### config.mk
export PLATFORM = sky130hd
export DESIGN_NAME = bytes_to_bridge
export DESIGN_NICKNAME = d
export VERILOG_FILES = /design/src/rtl/bridge_pkg.sv /design/src/rtl/valid_delay.sv /design/src/rtl/bytes_to_bridge.sv
export SDC_FILE = /design/constraint.sdc
export NUM_CORES = 1
export LEC_CHECK = 0
export BUFFER_PORTS_ARGS = -buffer_cell sky130_fd_sc_hd__clkbuf_2
export CORE_ASPECT_RATIO = 0.8
export CORE_MARGIN = 1.5
export CORE_UTILIZATION = 47
export DETAILED_ROUTE_END_ITERATION = 8
export GPL_ROUTABILITY_DRIVEN = 0
export PLACE_DENSITY_LB_ADDON = 0.1
export SLEW_MARGIN = 20
export SYNTH_ARGS = -nofsm -noshare
export SYNTH_HDL_FRONTEND = slang
export SYNTH_SLANG_ARGS = --single-unit
### constraint.sdc
create_clock -name clk -period 2.2 [get_ports clk]
set_clock_uncertainty 0.15 [all_clocks]
set_input_delay 0.44 -clock clk [delete_from_list [all_inputs] [get_ports clk]]
set_output_delay 0.44 -clock clk [all_outputs]
set_load 0.02 [all_outputs]
### src/rtl/bridge_pkg.sv
// bridge_pkg: shared word geometry, FSM state and byte-counter types for the bridge byte read path
package bridge_pkg;
  localparam int BYTES_PER_WORD = 4;
  typedef enum logic [1:0] {IDLE, ISSUE, WAIT} state_t;
  typedef logic [1:0] byte_idx_t;
endpackage

### src/rtl/valid_delay.sv
// valid_delay: N-stage 1-bit shift register (in_i -> out_o after N clk), sync active-low reset_n clears all stages
module valid_delay #(
  parameter int N = 2
) (
  input  logic clk,
  input  logic reset_n,
  input  logic in_i,
  output logic out_o
);
  logic [N-1:0] sr_q;
  always_ff @(posedge clk) begin
    if (!reset_n) sr_q <= '0;
    else begin
      sr_q[0] <= in_i;
      for (int i = 1; i < N; i++) sr_q[i] <= sr_q[i-1];
    end
  end
  assign out_o = sr_q[N-1];
endmodule

### src/rtl/bytes_to_bridge.sv
// bytes_to_bridge: turns one bridge word read into four byte reads and returns the big-endian word with a done pulse
// ports: clk, reset_n (sync active-low); bridge_addr/bridge_rd in, bridge_rd_data/bridge_rd_done/busy out;
//        mem_address/mem_rd out to byte memory, mem_rd_data in (MEM_LATENCY cycles after mem_rd)
module bytes_to_bridge
  import bridge_pkg::*;
#(
  parameter int MEM_LATENCY = 2
) (
  input  logic        clk,
  input  logic        reset_n,
  input  logic [31:0] bridge_addr,
  input  logic        bridge_rd,
  output logic [31:0] bridge_rd_data,
  output logic        bridge_rd_done,
  output logic        busy,
  output logic [31:0] mem_address,
  output logic        mem_rd,
  input  logic [7:0]  mem_rd_data
);
  state_t      state_q, state_d;
  byte_idx_t   iss_q, iss_d, cap_q, cap_d;
  logic [31:0] word_q, word_d, data_q, data_d, addr_q, addr_d;
  logic        rd_q, rd_d, done_q, done_d, dv, start, last;
  valid_delay #(.N(MEM_LATENCY)) u_dly (
    .clk    (clk),
    .reset_n(reset_n),
    .in_i   (rd_q),
    .out_o  (dv)
  );
  always_comb begin
    start   = state_q == IDLE && bridge_rd;
    last    = dv && cap_q == byte_idx_t'(BYTES_PER_WORD - 1);
    // issue counter wraps to 0 after the fourth strobe, which ends ISSUE
    rd_d    = start || (state_q == ISSUE && iss_q != '0);
    addr_d  = start ? bridge_addr : (rd_d ? addr_q + 32'd1 : addr_q);
    iss_d   = rd_d ? iss_q + 2'd1 : iss_q;
    cap_d   = dv ? cap_q + 2'd1 : cap_q;
    word_d  = dv ? {word_q[23:0], mem_rd_data} : word_q;
    data_d  = last ? word_d : data_q;
    done_d  = last;
    state_d = start ? ISSUE : (state_q == ISSUE && !rd_d) ? WAIT : last ? IDLE : state_q;
  end
  always_ff @(posedge clk) begin
    if (!reset_n) begin
      state_q <= IDLE;
      iss_q   <= '0;
      cap_q   <= '0;
      word_q  <= '0;
      data_q  <= '0;
      addr_q  <= '0;
      rd_q    <= 1'b0;
      done_q  <= 1'b0;
    end else begin
      state_q <= state_d;
      iss_q   <= iss_d;
      cap_q   <= cap_d;
      word_q  <= word_d;
      data_q  <= data_d;
      addr_q  <= addr_d;
      rd_q    <= rd_d;
      done_q  <= done_d;
    end
  end
  assign bridge_rd_data = data_q;
  assign bridge_rd_done = done_q;
  assign busy           = state_q != IDLE;
  assign mem_address    = addr_q;
  assign mem_rd         = rd_q;
endmodule

==> results.sh, run 1 <==
export IMPL_status="finished, final reports clean"
export IMPL_tritoncts="built"
export IMPL_ys_seq_area_share_pct=47.1
export IMPL_critPathRequiredTime_ns=2.31
export IMPL_synth_main_ff_cell="dfxtp_1"
export IMPL_cts_root_buffer="clkbuf_8"
export IMPL_ys_top_cells_by_area="dfxtp_1, nand2_1, a21oi_1"
export IMPL_tritoncts_num_buffers=9
export IMPL_via_per_inst=5.30
export IMPL_slowest_stage="or3b_4"
export IMPL_rsz0062_at_grt="false"
export IMPL_hold_ws_ns=0.159
export IMPL_grt_overflow_total=0
export IMPL_antenna_found_initial=0
export IMPL_wl_per_cell_um=14.6
export IMPL_ant_nets=0
export IMPL_io_pins=110
export IMPL_chipHeight_um=87.2
export IMPL_cellPowerDensity_nw_per_um2=793
export IMPL_cp_max_fo=4
export IMPL_cp_data_arrival_time_ns=2.22
export IMPL_tightest_slew_ns=0.637
export IMPL_p_leak_nw=2.09
export IMPL_ys_ff_latch=98
export IMPL_crit_path_max_incr_delay_ns=0.45
export IMPL_dp_hpwl_um=7620
export IMPL_dp_cells=708
export IMPL_rows=30
export IMPL_netlist_area_leader_share_pct=47.1
export IMPL_hp_class="in -> reg"
export IMPL_area_growth_pct=24.8
export IMPL_drt_iter0_drc=253
export IMPL_grt_max_degree=60
export IMPL_syn_nets=531
export IMPL_port_buffers=109
export IMPL_clkTransAtPathRegs_ns=0.09
export IMPL_peakVddDrop_uv=661
export IMPL_min_period_ns=2.10
export IMPL_crit_family="simple AND/OR/NAND/NOR gates"
export IMPL_slew_headroom_pct=57.3
export IMPL_synth_area_leader_cell="dfxtp_1"
export IMPL_coreArea_um2=8560
export IMPL_yosysMostFrequentCell="dfxtp_1"
export IMPL_crit_path_end_kind="flip-flop"
export IMPL_via_count=3834
export IMPL_dieArea_um2=9440
export IMPL_syn_area_per_cell_um2=8.59
export IMPL_final_layout_size_suffix_gt1_share_pct=27.3
export IMPL_clk_latency_ns=0.36
export IMPL_dr_pass1_iters=4
export IMPL_timing_final_crit_share_pct=95.5
export IMPL_fmax_mhz=476
export IMPL_hold_buffers=0
export IMPL_htreeDepth=3
export IMPL_initial_utilization_pct=48.7
export IMPL_cts_setup_buffers=0
export IMPL_yosys_warnings=0
export IMPL_drcViolationCount=0
export IMPL_path_buf_inv=1
export IMPL_hold_viol=0
export IMPL_synth_common_cells="dfxtp_1, nand2_1, a21oi_1"
export IMPL_synth_area_um2=4160
export IMPL_crit_chain="inv_1, ha_1, or3b_4, nor3_4, nand2_1, o211a_1, o21a_1"
export IMPL_synthCells=485
export IMPL_num_antenna_cells=0
export IMPL_clockBufferDepth=2
export IMPL_layout_nets=653
export IMPL_path_class="reg -> reg"
export IMPL_grt_pass1_wl_um=17100
export IMPL_track_usage_pct=23.1
export IMPL_die_x_um=108
export IMPL_synth_edf_count=0
export IMPL_yosysUniqueCellTypes=50
export IMPL_final_core_util_pct=60.7
export IMPL_fin_tns_setup_ns=0
export IMPL_ys_async_sr_fraction_pct=0
export IMPL_cap_violations=0
export IMPL_slew_viol_final=0
export IMPL_grt_pass1_vias=3420
export IMPL_cts_sinks=98
export IMPL_wirelength_um=10500
export IMPL_crit_path_start_kind="flip-flop"
export IMPL_stdcell_count=723
export IMPL_finalSetupViolations=0
-- what timing repair did --
item / CTS / global route
endpoints found under the hold margin: 0 / 0
setup endpoints to repair: 0 / 11
gates resized for setup: 0 / 4
-- tightest hold or removal path: stages --
cell and delay, ns:
clkbuf_2 0.09, nand2_1 0.05, a21oi_1 0.05
-- report_power, final --
group	internal [mW]	switching (mW)	total (mW)
clock	0.699	0.586	1.28
combinational	0.332	0.493	0.825
sequential	1.89	0.124	2.01
total	2.92	1.20	4.12
-- routing by layer --
metal | vias up | part of all wire (%) | track usage (%)
li1 | 1931 | - | -
met2 | 111 | 42 | 33.0
met4 | 0 | 1.1 | 6.46
met5 | - | 0 | 0
met1 | 1783 | 51 | 34.8
met3 | 9 | 6.0 | 4.94
-- placed cells by master, fill, tap and decap left out, types with 3 or more instances in the layout --
cell      instances
clkbuf_2        109
dfxtp_1          97
nand2_1          92
a21oi_1          52
nor2_1           49
buf_4            29
mux2i_1          26
xor2_1           18
nand4_1          17
nand3_1          13
o21ai_0          13
clkbuf_8         11
a211oi_1          7
and2_1            5
xnor2_1           5
inv_1             4
o22ai_1           4
a22oi_1           3
nor3_1            3
and3_1            3
nand3b_1          3
ha_1              3
-- final timing paths --
path / to / cells after the start / start / slack (ns)
hold reg to reg: u_dly.sr_q[1]$_SDFF_PN0_ / 1 / u_dly.sr_q[0]$_SDFF_PN0_ / 0.30
hold / removal: bridge_rd_data[7]$_SDFFE_PN0P_ / 3 / mem_rd_data[7] / 0.16
setup reg to reg: mem_address[16]$_SDFFE_PN0P_ / 7 / iss_q[0]$_SDFFE_PN0P_ / 0.1
setup / recovery: mem_address[16]$_SDFFE_PN0P_ / 7 / iss_q[0]$_SDFFE_PN0P_ / 0.1
-- metrics by stage --
| stage | total power [mW] | instance area [µm²] | setup slack (ns) |
|---|---|---|---|
| after floorplan | 2.57 | 4160 | 0.0600 |
| after global placement | 2.85 | 4960 | 0.106 |
| after detailed placement | 2.87 | 4960 | 0.0333 |
| after CTS | 4.15 | 5180 | 0.0221 |
| after global routing | 4.32 | 5200 | 0.0141 |
| final | 4.12 | 5200 | 0.0994 |
-- layout make-up --
type,instances,area (µm²)
sequential,98,1960
timing repair buffer,141,815
tap,112,140
multi-input combinational,352,2040
inverter,5,18.8
clock buffer,13,159
clock inverter,2,60.1
fill,816,3360
-- logic make-up (layout without fill, tap and decap cells) --
family	count (synthesis)	after routing	share of synthesized area, %
AND/OR/NAND/NOR	203	203	23.2
flip-flops	98	98	47.1
AO/OA/AOI/OAI	97	97	13.6
buffers and inverters	35	161	4.09
multiplexers	26	26	6.25
XOR/XNOR	23	23	4.84
adder cells (fa/ha/maj)	3	3	0.902
-- flip-flops by register name, summed over array words and instances, names as in the netlist --
name,flops
mem_address,32
cap_q,2
u_dly.sr_q,2
bridge_rd_done,1
mem_rd,1
state_q,2
word_q,24
bridge_rd_data,32
iss_q,2
(Power assumes the default switching activity.)
==> run 2, diff against run 1 <==
--- a/config.mk
+++ b/config.mk
@@ -5,10 +5,11 @@
 export SDC_FILE = /design/constraint.sdc
 export NUM_CORES = 1
 export LEC_CHECK = 0
+export ABC_AREA = 1
 export BUFFER_PORTS_ARGS = -buffer_cell sky130_fd_sc_hd__clkbuf_2
 export CORE_ASPECT_RATIO = 0.8
 export CORE_MARGIN = 1.5
-export CORE_UTILIZATION = 47
+export CORE_UTILIZATION = 48
 export DETAILED_ROUTE_END_ITERATION = 8
 export GPL_ROUTABILITY_DRIVEN = 0
 export PLACE_DENSITY_LB_ADDON = 0.1
==> results.sh, run 2 <==
export IMPL_postLayoutCellArea_um2=5610
export IMPL_fmax_mhz=525
export IMPL_cts_root_buffer="clkbuf_16"
export IMPL_ff2ff_setup_slack_ns=0.30
export IMPL_hold_depth=3
export IMPL_clockBufferDepth=2
export IMPL_area_growth_pct=21.0
export IMPL_synth_area_um2=4640
export IMPL_io_pins=110
export IMPL_status="finished, final reports clean"
export IMPL_cp_data_arrival_time_ns=1.99
export IMPL_tritoncts_num_buffers=9
export IMPL_grt_pass1_vias=4077
export IMPL_chipHeight_um=90.9
export IMPL_multi_input_area_um2=2300
export IMPL_hp_class="in -> reg"
export IMPL_layout_nets=836
export IMPL_synthCells=686
export IMPL_slew_viol_final=0
export IMPL_cts_sinks=98
export IMPL_ys_seq_area_share_pct=42.3
export IMPL_rows=31
export IMPL_netlist_area_leader_share_pct=42.3
export IMPL_hold_viol=0
export IMPL_worst_slack_ns=0.296
export IMPL_min_from="mem_rd_data[0]"
export IMPL_post_cts_resize_count=0
export IMPL_final_common_cell="nand2_1"
export IMPL_holdPathEnd="bridge_rd_data[0]$_SDFFE_PN0P_"
export IMPL_track_usage_pct=26.0
export IMPL_initial_utilization_pct=50.3
export IMPL_timing_final_crit_share_pct=86.5
export IMPL_yosysUniqueCellTypes=35
export IMPL_tightest_slew_ns=0.900
export IMPL_synth_edf_count=0
export IMPL_grt_max_degree=47
export IMPL_nFillCells=892
export IMPL_seqCellArea_um2=1960
export IMPL_crit_top_cell="nand2_1"
export IMPL_crit_path_max_incr_delay_ns=0.32
export IMPL_slowest_stage="dfxtp_1"
export IMPL_num_antenna_cells=0
export IMPL_wl_per_cell_um=14.5
export IMPL_finalSetupViolations=0
export IMPL_dieArea_um2=10300
export IMPL_cellPowerDensity_nw_per_um2=837
export IMPL_fin_tns_setup_ns=0
export IMPL_via_count=4691
export IMPL_tritoncts="built"
export IMPL_cap_violations=0
export IMPL_ys_ff_latch=98
export IMPL_cts_setup_buffers=0
export IMPL_die_x_um=113
export IMPL_path_class="reg -> reg"
export IMPL_r2r_end="mem_address[13]$_SDFFE_PN0P_"
export IMPL_crit_chain="inv_1, ha_1, nand3b_1, buf_4, clkinv_1, nand2_1, nand3_1, nand2_1, nand2_1, o41ai_1"
export IMPL_antenna_found_initial=0
export IMPL_hold_ws_ns=0.161
export IMPL_rsz0062_at_grt="false"
export IMPL_drcViolationCount=0
export IMPL_slew_headroom_pct=39.9
export IMPL_ys_async_sr_fraction_pct=0
export IMPL_crit_path_end_kind="flip-flop"
export IMPL_dp_slack_ns=0.318
export IMPL_drt_iter0_drc=364
export IMPL_final_layout_size_suffix_gt1_share_pct=21.1
export IMPL_hold_buffers=0
export IMPL_synth_main_ff_cell="dfxtp_1"
export IMPL_critPathRequiredTime_ns=2.29
export IMPL_ant_nets=0
export IMPL_wirelength_um=13200
export IMPL_ys_top_cells_by_area="dfxtp_1, nand2_1, nand3_1"
export IMPL_syn_nets=732
export IMPL_reg2regPathDepth=10
export IMPL_placed_cell_area_um2=5310
export IMPL_syn_area_per_cell_um2=6.76
export IMPL_dr_pass1_iters=5
export IMPL_layout_common_cells="nand2_1, clkbuf_2, dfxtp_1"
export IMPL_coreArea_um2=9230
export IMPL_peakVddDrop_uv=426
export IMPL_crit_path_start_kind="flip-flop"
export IMPL_clk_latency_ns=0.34
export IMPL_via_per_inst=5.15
export IMPL_reg2reg_from="iss_q[0]$_SDFFE_PN0P_"
export IMPL_synth_common_cells="nand2_1, dfxtp_1, nor2_1"
export IMPL_yosys_warnings=0
export IMPL_p_leak_nw=2.66
export IMPL_port_buffers=109
export IMPL_dp_hpwl_um=9790
export IMPL_synth_area_leader_cell="dfxtp_1"
export IMPL_grt_pass1_wl_um=21000
export IMPL_grt_overflow_total=0
export IMPL_clkTransAtPathRegs_ns=0.07
export IMPL_cp_max_fo=10
export IMPL_yosysMostFrequentCell="nand2_1"
export IMPL_htreeDepth=3
export IMPL_min_period_ns=1.90
==> run 2: cell types whose count changed after synthesis, moves of 7 or more <==
cell	previous run	this run
nand2_1	92	203
nand3_1	13	72
inv_1	4	57
nor2_1	49	84
o21ai_0	13	47
a21oi_1	52	25
mux2i_1	26	0
xor2_1	18	1
nand4_1	17	3
buf_2	1	13
nand2_2	0	9
nor2_4	0	7
==> run 2: worst max path at each step <==
stage,start,to,slack [ns],cells past startpoint
after floorplan,mem_address[0]$_SDFFE_PN0P_,mem_address[16]$_SDFFE_PN0P_,0.45,10
after global placement,iss_q[0]$_SDFFE_PN0P_,mem_address[16]$_SDFFE_PN0P_,0.35,10
after detailed placement,iss_q[0]$_SDFFE_PN0P_,mem_address[13]$_SDFFE_PN0P_,0.32,10
after CTS,iss_q[0]$_SDFFE_PN0P_,mem_address[13]$_SDFFE_PN0P_,0.30,10
after global routing,iss_q[0]$_SDFFE_PN0P_,mem_address[13]$_SDFFE_PN0P_,0.13,10
final,iss_q[0]$_SDFFE_PN0P_,mem_address[13]$_SDFFE_PN0P_,0.30,10
==> run 2: kinds of logic (layout without fill, tap and decap cells) <==
| logic type | count (synthesis) | count (layout) | synth area share, % |
|---|---|---|---|
| buffers and inverters | 93 | 202 | 8.04 |
| DFF | 98 | 98 | 42.3 |
| adders and majority gates | 3 | 3 | 0.809 |
| xor gates and xnor gates | 4 | 4 | 0.755 |
| and+or+nand+nor | 401 | 401 | 37.9 |
| AOI/OAI and AO/OA | 87 | 87 | 10.2 |
==> run 2: where the power goes <==
part / internal [mW] / leakage, nW / total, mW / switching (mW)
Combinational: 0.344 / 1.71 / 0.993 / 0.649
Clock: 0.919 / 0.147 / 1.60 / 0.683
Sequential: 1.92 / 0.797 / 2.10 / 0.181
Total: 3.19 / 2.66 / 4.70 / 1.51
==> run 2: critical path, delay by kind of cell (launching register included) <==
kind | cells | cell delay, ns
AO/OA/AOI/OAI | 1 | 0.06
AND/OR/NAND/NOR | 5 | 0.58
buffers and inverters | 3 | 0.55
adder cells (fa/ha/maj) | 1 | 0.15
flip-flops | 1 | 0.32
==> run 2: cell type report <==
type / instances / share of cell area [%]
Sequential cell: 98 / 35.0
Multi-Input combinational cell: 495 / 41.1
Clock buffer: 11 / 4.33
Clock inverter: 5 / 1.07
Tap cell: 115 / 2.56
Timing Repair Buffer: 126 / 12.0
Inverter: 60 / 4.01
==> run 2: layer usage <==
metal	wire length, µm	GRT usage, %
met4	136	5.10
met5	0	0
met1	6710	40.9
met2	5300	35.3
met3	1080	6.68
==> run 2: through the flow <==
step	power (mW)	utilization (%)	std cells
floorplan	2.76	-	686
global placement	3.10	57.5	894
detailed placement	3.12	57.5	894
CTS	4.71	60.8	910
global route	4.94	60.8	910
finish	4.70	60.8	910
==> run 3, diff against run 2 <==
==> constraint.sdc (replaced) <==
create_clock -name clk -period 2.2 [get_ports clk]
set_clock_uncertainty 0.15 [all_clocks]
set_input_delay 0.33 -clock clk [delete_from_list [all_inputs] [get_ports clk]]
set_output_delay 0.33 -clock clk [all_outputs]
set_load 0.02 [all_outputs]
==> results.sh, run 3 (same netlist as run 2, synthesis figures left out) <==
export IMPL_cts_sinks=98
export IMPL_via_per_inst=5.28
export IMPL_cts_root_buffer="clkbuf_16"
export IMPL_finalSetupViolations=0
export IMPL_final_common_cell="nand2_1"
export IMPL_grt_overflow_total=0
export IMPL_min_from="mem_rd_data[3]"
export IMPL_pwr_share_seq_pct=45.2
export IMPL_via_count=4790
export IMPL_switchingPower_mw=1.52
export IMPL_p_leak_nw=2.64
export IMPL_hold_viol=0
export IMPL_antenna_found_initial=0
export IMPL_crit_path_end_kind="flip-flop"
export IMPL_cp_max_fo=5
export IMPL_hp_class="in -> reg"
export IMPL_clockBufferDepth=2
export IMPL_switching_share_pct=32.5
export IMPL_track_usage_pct=26.1
export IMPL_dieArea_um2=10300
export IMPL_fin_tns_setup_ns=0
export IMPL_fmax_mhz=489
export IMPL_tightest_slew_ns=0.892
export IMPL_cap_violations=0
export IMPL_status="finished, final reports clean"
export IMPL_power_mw=4.67
export IMPL_reg2reg_from="mem_address[13]$_SDFFE_PN0P_"
export IMPL_ant_nets=0
export IMPL_drt_iter0_drc=456
export IMPL_grt_pass1_vias=4155
export IMPL_dr_pass1_iters=5
export IMPL_power_internal_mw=3.15
export IMPL_tritoncts_num_buffers=9
export IMPL_min_period_ns=2.05
export IMPL_peakVddDrop_uv=520
export IMPL_htreeDepth=3
export IMPL_final_layout_size_suffix_gt1_share_pct=21.1
export IMPL_area_growth_pct=20.7
export IMPL_grt_pass1_wl_um=21100
export IMPL_grt_max_degree=48
export IMPL_die_x_um=113
export IMPL_io_pins=110
export IMPL_slew_headroom_pct=40.5
export IMPL_critPathRequiredTime_ns=2.29
export IMPL_clock_power_share_pct=33.3
export IMPL_clkTransAtPathRegs_ns=0.07
export IMPL_nFillCells=869
export IMPL_wirelength_um=13300
export IMPL_path_class="reg -> reg"
export IMPL_dp_slack_ns=0.139
export IMPL_critPathLaunch="mem_address[13]$_SDFFE_PN0P_"
export IMPL_chipHeight_um=90.9
export IMPL_drcViolationCount=0
export IMPL_final_core_util_pct=60.7
export IMPL_initial_utilization_pct=50.3
export IMPL_dp_hpwl_um=9650
export IMPL_rows=31
export IMPL_tritoncts="built"
export IMPL_clk_latency_ns=0.34
export IMPL_layout_nets=834
export IMPL_timing_final_crit_share_pct=93.0
export IMPL_combPwrFrac_pct=21.6
export IMPL_coreArea_um2=9230
export IMPL_wl_per_cell_um=14.7
export IMPL_crit_path_start_kind="flip-flop"
export IMPL_cp_data_arrival_time_ns=2.14
export IMPL_port_buffers=109
export IMPL_slew_viol_final=0
export IMPL_hold_buffers=0
export IMPL_layout_common_cells="nand2_1, clkbuf_2, dfxtp_1"
export IMPL_num_antenna_cells=0
export IMPL_rsz0062_at_grt="false"
export IMPL_cellPowerDensity_nw_per_um2=835
export IMPL_worst_slack_ns=0.155
## run 3: power groups by stage
| stage | registers [mW] | logic (mW) | clock network, mW |
|---|---|---|---|
| 2_1_floorplan | 2.19 | 0.564 | 0 |
| 3_3_place_gp | 2.14 | 0.957 | 0 |
| 3_5_place_dp | 2.14 | 0.971 | 0 |
| 4_1_cts | 2.10 | 0.988 | 1.58 |
| 5_1_grt | 2.13 | 1.12 | 1.66 |
| 6_report | 2.11 | 1.01 | 1.55 |
## run 3: cell type report
type                            count  area, µm²  area share, %
Multi-Input combinational cell    495       2300           41.2
Tap cell                          115        144           2.57
Sequential cell                    98       1960           35.0
Timing Repair Buffer              124        671           12.0
Clock buffer                        9        225           4.02
Inverter                           60        229           4.09
Clock inverter                      6       65.1           1.16
## run 3: worst paths after layout
kind,endpoint,slack [ns],depth (start not counted)
hold reg to reg,u_dly.sr_q[1]$_SDFF_PN0_,0.26,2
setup / recovery,mem_address[28]$_SDFFE_PN0P_,0.15,9
setup reg to reg,mem_address[28]$_SDFFE_PN0P_,0.15,9
hold / removal,bridge_rd_data[3]$_SDFFE_PN0P_,0.04,3
## run 3: layer usage
layer / vias to the layer above / routed length (µm) / track usage [%]
li1: 2399 / - / -
met2: 235 / 5390 / 34.9
met1: 2144 / 6430 / 40.2
met3: 12 / 1390 / 7.14
met5: - / 0 / 0
met4: 0 / 136 / 7.71
## run 3: critical path, cell delays in order, from the launching register on
cell and delay (ns):
dfxtp_1 0.46, nand2_1 0.14, nor2_1 0.19, inv_1 0.06, nor3_1 0.58, nand2_1 0.11, nand2_1 0.09, nand3_1 0.06
nand2_1 0.06, nand2_1 0.04
## run 3: repair_timing
action                     CTS  global route
setup endpoints to repair    0            12
gates resized for setup      0             1
setup buffers                0             2
## run 3: metrics by stage
step / hold WS, ns / cell area (µm²) / std cells
finish: 0.0406 / 5600 / 907
global route: 0.0310 / 5600 / 907
CTS: 0.0340 / 5580 / 905
detailed placement: 0.246 / 5290 / 890
global placement: 0.250 / 5290 / 890
floorplan: 0.240 / 4640 / 686
